**config.mk**
```make
export PLATFORM = sky130hd
export DESIGN_NAME = ysyx_23060061_multi_delay_gen
export DESIGN_NICKNAME = d
export VERILOG_FILES = /design/src/rtl/ysyx_23060061_multi_delay_gen.sv
export SDC_FILE = /design/constraint.sdc
export NUM_CORES = 1
export LEC_CHECK = 0
export CORE_ASPECT_RATIO = 1.75
export CORE_MARGIN = 4
export CORE_UTILIZATION = 36
export DETAILED_ROUTE_END_ITERATION = 10
export PLACE_DENSITY = 0.67
export SLEW_MARGIN = 25
export SYNTH_ARGS = -nofsm -noshare
export SYNTH_HDL_FRONTEND = slang
export SYNTH_SLANG_ARGS = --single-unit
```
**constraint.sdc**
```tcl
create_clock -name clk -period 4.65 [get_ports clk]
set_input_delay 1.1625 -clock clk [delete_from_list [all_inputs] [get_ports clk]]
set_output_delay 1.1625 -clock clk [all_outputs]
set_load 0.01 [all_outputs]
```
**src/rtl/ysyx_23060061_multi_delay_gen.sv**
```systemverilog
// Multi-channel latency injector: each channel turns a start request into a one-cycle
// trigger after a zero, fixed or LFSR-derived pseudo-random delay.
module ysyx_23060061_multi_delay_gen #(
    parameter int                NCH    = 2,
    parameter int                CNT_W  = 8,
    parameter int                LFSR_W = 16,
    parameter logic [LFSR_W-1:0] SEED   = LFSR_W'(16'hACE1)
) (
    input  logic              clk,
    input  logic              rst,
    input  logic [1:0]        cfg_mode,
    input  logic [CNT_W-1:0]  cfg_fixed,
    input  logic [CNT_W-1:0]  cfg_min,
    input  logic [CNT_W-1:0]  cfg_mask,
    input  logic [NCH-1:0]    req,
    output logic [NCH-1:0]    busy,
    output logic [NCH-1:0]    trigger,
    output logic [LFSR_W-1:0] lfsr_o
);

    // Galois right-shift tap masks for maximal-length sequences; unlisted widths reuse the 16-bit mask.
    localparam logic [31:0] TAP_TABLE =
        (LFSR_W == 8)  ? 32'h0000_00B8 :
        (LFSR_W == 10) ? 32'h0000_0240 :
        (LFSR_W == 12) ? 32'h0000_0829 :
        (LFSR_W == 16) ? 32'h0000_B400 :
        (LFSR_W == 20) ? 32'h0009_0000 :
        (LFSR_W == 24) ? 32'h00E1_0000 :
        (LFSR_W == 32) ? 32'h8020_0003 : 32'h0000_B400;
    localparam logic [LFSR_W-1:0] TAPS     = TAP_TABLE[LFSR_W-1:0];
    localparam logic [LFSR_W-1:0] SEED_EFF = (SEED == '0) ? LFSR_W'(1) : SEED;

    typedef enum logic [1:0] {
        IDLE,
        COUNT,
        FIRE
    } state_t;

    logic [LFSR_W-1:0] lfsr;

    always_ff @(posedge clk) begin
        if (rst) begin
            lfsr <= SEED_EFF;
        end else if (lfsr[0]) begin
            lfsr <= (lfsr >> 1) ^ TAPS;
        end else begin
            lfsr <= lfsr >> 1;
        end
    end

    assign lfsr_o = lfsr;

    for (genvar i = 0; i < NCH; i++) begin : gen_ch
        // Each channel reads the LFSR rotated by a different amount so simultaneous starts diverge.
        localparam int ROT = (3 * i) % LFSR_W;

        state_t           state, state_n;
        logic [CNT_W-1:0] cnt, cnt_n;
        logic [CNT_W-1:0] slice;
        logic [CNT_W:0]   sum;
        logic [CNT_W-1:0] rand_d;
        logic [CNT_W-1:0] delay;

        always_comb begin
            slice = '0;
            for (int b = 0; b < CNT_W; b++) begin
                slice[b] = lfsr[(b + ROT) % LFSR_W];
            end
            sum    = {1'b0, cfg_min} + {1'b0, slice & cfg_mask};
            rand_d = sum[CNT_W] ? '1 : sum[CNT_W-1:0];
            case (cfg_mode)
                2'b01:   delay = cfg_fixed;
                2'b10:   delay = rand_d;
                default: delay = '0;
            endcase
        end

        always_ff @(posedge clk) begin
            if (rst) begin
                state <= IDLE;
                cnt   <= '0;
            end else begin
                state <= state_n;
                cnt   <= cnt_n;
            end
        end

        // The delay is captured only on acceptance, so later config changes leave running channels alone.
        always_comb begin
            state_n = state;
            cnt_n   = cnt;
            case (state)
                IDLE: begin
                    if (req[i]) begin
                        cnt_n   = delay;
                        state_n = (delay == '0) ? FIRE : COUNT;
                    end
                end
                COUNT: begin
                    cnt_n = cnt - CNT_W'(1);
                    if (cnt == CNT_W'(1)) begin
                        state_n = FIRE;
                    end
                end
                FIRE:    state_n = IDLE;
                default: state_n = IDLE;
            endcase
        end

        assign busy[i]    = (state != IDLE);
        assign trigger[i] = (state == FIRE);
    end

endmodule

```
* Yosys cells after proc, flatten, opt, wreduce, memory -nomap -nowiden
Cells that the tools add are included.
** Cells by class
- $add $sub $neg :: 4
- Equality and inequality tests :: 12
- Multiplexer cells :: 17
- Bitwise operators :: 3
- Reduce and logical (&&, ||, !) cells :: 12
** Operator list (count)
- $pmux 8 s2 :: 4
- $mux 8 :: 4
- $add 8x8->9 :: 2
- $and 8x8->8 :: 2
- $eq 8x1->1 const B :: 2
- $logic_not 8->1 :: 2
- $mux 16 :: 1
- $sub 8x1->8 const B :: 2
- $mux 2 :: 6
- $ne 2x2->1 const B :: 4
- $pmux 2 s2 :: 2
- $reduce_and 2->1 :: 4
- $reduce_bool 2->1 :: 4
- $eq 2x1->1 const B :: 3
- $eq 2x2->1 const B :: 3
- $logic_not 2->1 :: 2
- $not 3->4 :: 1
** Storage, ports and cells
- Flip-flop bits (word level) :: 36
- Bits of input ports :: 30
- Word-level logic and storage cells :: 53

* Longest topological paths before layout
- Depth in word-level cells :: 8
- Mapped depth :: 9

* Least setup slack after synthesis
No wires, ideal clock.
- Kind :: in2reg
- Start point :: input port cfg_mask[0]
- End point :: register gen_ch[1].state[0]
- Setup time :: 116 ps
- Arrival :: 3229 ps
- Data required time :: 4534 ps
- Path slack :: 1305 ps
- Stages on the path :: 9
- Path buffers :: 0
- Cell sequence :: and2_1 ha_1 fa_1 a211oi_2 o21ai_1 a221oi_1 o22ai_1 or3_1 o211a_1
** On the way
- Cells in the longest elaborated chain, start to end :: 8
** RTL lines
- start: declaration :: RTL line 14 : input logic [CNT_W-1:0] cfg_mask,
- $and 8x8->8 :: RTL line 69 : sum = {1'b0, cfg_min} + {1'b0, slice & cfg_mask};
- $add 8x8->9 :: RTL line 69
- $mux 8 :: RTL line 70 : rand_d = sum[CNT_W] ? '1 : sum[CNT_W-1:0];
- $pmux 8 s2 :: RTL line 71 : case (cfg_mode)
- $logic_not 8->1 :: RTL line 96 : state_n = (delay == '0) ? FIRE : COUNT;
- $mux 2 :: RTL line 96
- $mux 2 :: RTL line 94 : if (req[i]) begin
- $pmux 2 s2 :: RTL line 92 : case (state)
- end signal: assignment :: RTL line 83 : state <= state_n;
- end: declaration :: RTL line 57 : state_t state, state_n;
No other way between the ends. The select of a mux whose other input is x is not followed.
A chain may end at the register's enable or synchronous reset.

* Final worst setup path
Ends and elaborated chain as after synthesis.

==> results.md <==
- Status: finished clean
- Critical path required time: 4820 ps
- Root buffer selected by CTS: clkbuf_16
- #FFs+latches synth: 36
- Die height: 126 µm
- GRT Total Usage: 18.9%
- CP startpoint: cfg_mask[0]
- Leakage: 1.42 nW
- Setup WS post-layout: 947 ps
- Clock latency reported for the late side of the worst-skew pair: 290 ps
- GPL Wtd Cong: 0.887
- Via count: 2962
- Syn_nets: 422
- Area contributors post-synth: dfxtp_1 25%, ha_1 9.6%, a21oi_1 6.1%
- Crit path kind: input pin to register
- Initial antenna violation count: 0
- Initial DRC count: 200
- Seq/Total Area, Yosys: 25.1%
- P&R area growth vs syn: 25.0%
- Die area: 9510 µm²
- Starting Density: 37.4%
- TritonCTS clock tree: done
- Setup bufs post-CTS: 0
- F_max: 270 MHz
- Via density per instance: 5.94
- Post-synth ARST share: 0%
- Tcrit/Tclk final: 79.6%
- Vias in the first global route: 2929
- Pre-Repair DR Iteration Count: 7
- Post-synth EDFFs: 0
- Core ar.: 7670 µm²
- Post-route ant nets: 0
- Share of cells above drive strength 1: 7.06%
- Post-DP Area: 3400 µm²
- Rel. slew slack: 41.0%
- Routed WL per cell: 17.2 µm
- Pwr dens: 384 nW/µm²
- Largest net degree at the start of global routing: 25
- Pre-CTS setup slack: 671 ps
- I/O Buffers: 49
- Post-route cell area: 3580 µm²
- IO Pins: 50
- Setup crit end kind: register
- Post-synth top area share: 25.1%
- Skew final: 7.13 ps
- Setup-failing EPs final: 0
- Layout net count: 464
- # clock sinks: 36
- HPWL after DPL: 6840 µm
- H-tree levels: 2
- Worst Tran Pin Value: 882 ps
- Clock tree buffer depth: 2
- Netlist cell types: 59
- Inserted Diodes: 0
- Post-synth top area cell: dfxtp_1
- Final period demand of the worst path: 3700 ps
- Final Hold Vio Count: 0
- Hold crit path type: register to register
- DRC errors left: 0
- Post-synth top cells: 36 x dfxtp_1, 35 x a21oi_1, 32 x nor2_1
- Fin Setup TNS: 0 ps
- Chip width: 75.5 µm
- Max VDD drop: 0.221 mV
- Total gr overflow: 0
- Fillcell total: 766
- Critical Path AT: 3880 ps
- Clock slew at reported path FFs: 50 ps
- RSZ-0062 raised after global routing: false
- Synthesized instance count: 368
- Commonest register cell after synthesis: dfxtp_1
- CTS Buf Count: 5
- Worst-path maximum fanout: 4
- First-pass GRT wire length: 13900 µm
- Startpoint Class: input pin
- Synthesized area per cell: 7.79 µm²
- Post-synthesis cell area: 2870 µm²
- Fin Hold WS: 441 ps
- Most numerous cell in the Yosys netlist: dfxtp_1
- Hold Buf Count CTS: 0
- Max Slew Vio Count: 0
- Max Cap Viol: 0
- CTS-repair resized insts: 0
- Yosys warns: 0
- # rows: 42
- Hold_sp: lfsr_o[12]$_SDFF_PP0_
- WL final: 8570 µm
- Worst reg2reg startpoint: lfsr_o[3]$_SDFF_PP0_
cells in the final DEF, fill, tap and decap left out, drive strengths merged, types with 4 or more instances in the layout:
master | synthesis | final
nor2 | 32 | 32
nand2 | 17 | 17
inv | 13 | 13
a221oi | 8 | 8
nand2b | 6 | 6
nor4 | 5 | 5
nor2b | 10 | 10
dfxtp | 36 | 36
o221ai | 4 | 4
clkdlybuf4s50 | 0 | 49
a21oi | 35 | 35
o31ai | 7 | 7
clkbuf | 14 | 7
and2 | 17 | 17
or2 | 11 | 11
nor3 | 11 | 11
or3 | 4 | 4
ha | 22 | 22
a21o | 10 | 10
xnor2 | 7 | 7
a31oi | 8 | 8
o21ai | 32 | 32
nand3 | 10 | 10
a211oi | 7 | 7
cells by family after synthesis:
| group | share of synthesized area (%) |
|---|---|
| compound gates | 30.4 |
| xor+xnor | 3.05 |
| simple gates | 25.7 |
| flops | 25.1 |
| fa+ha+maj | 11.0 |
| mux | 0.349 |
| buf+inv | 4.32 |
critical path, stage by stage:
cell             delay (ps)
clkdlybuf4s50_1         410
and2_1                  140
ha_1                    210
fa_1                    440
a211oi_2                300
o21ai_1                 170
a221oi_2                340
o22ai_1                 140
or3_1                   350
o211a_1                 210
where the power goes:
part	leakage [nW]	internal (mW)	switching (mW)	total, mW
Sequential	0.297	0.356	0.0618	0.418
Combinational	1.03	0.240	0.303	0.543
Clock	0.0901	0.282	0.132	0.414
per-stage QoR:
step                      power [mW]  instances  util [%]
after floorplan                0.787        368         -
after global placement         0.951        491      44.3
after detailed placement       0.956        491      44.3
after CTS                       1.38        499      46.7
after global routing            1.46        499      46.7
final                           1.37        499      46.7
worst paths after layout:
| check | end | slack (ps) | cells past startpoint |
|---|---|---|---|
| min | lfsr_o[11]$_SDFF_PP1_ | 440 | 1 |
| min reg2reg | lfsr_o[11]$_SDFF_PP1_ | 440 | 1 |
| max reg2reg | gen_ch[1].state[0]$_SDFFE_PP0P_ | 1870 | 9 |
| max | gen_ch[1].state[0]$_SDFFE_PP0P_ | 950 | 10 |
state kept, by name, summed over array words and instances, names as in the netlist:
register and flops:
lfsr_o 16, gen_ch.state 4, gen_ch.cnt 16
routing by layer:
metal	share of wire, %	track usage [%]	vias to the layer above
met2	52	32.3	127
met3	5.0	2.95	34
li1	-	-	1462
met1	37	20.5	1339
met5	0	0	-
met4	5.8	12.0	0
final cells by class:
class | instances | area [µm²] | area share, %
Inverter | 13 | 48.8 | 1.36
Clock buffer | 7 | 153 | 4.26
Multi-Input combinational cell | 304 | 2020 | 56.5
Tap cell | 88 | 110 | 3.07
Sequential cell | 36 | 721 | 20.1
Clock inverter | 1 | 30.0 | 0.838
Timing Repair Buffer | 50 | 498 | 13.9
No activity file was read; power rests on OpenSTA's default activity.
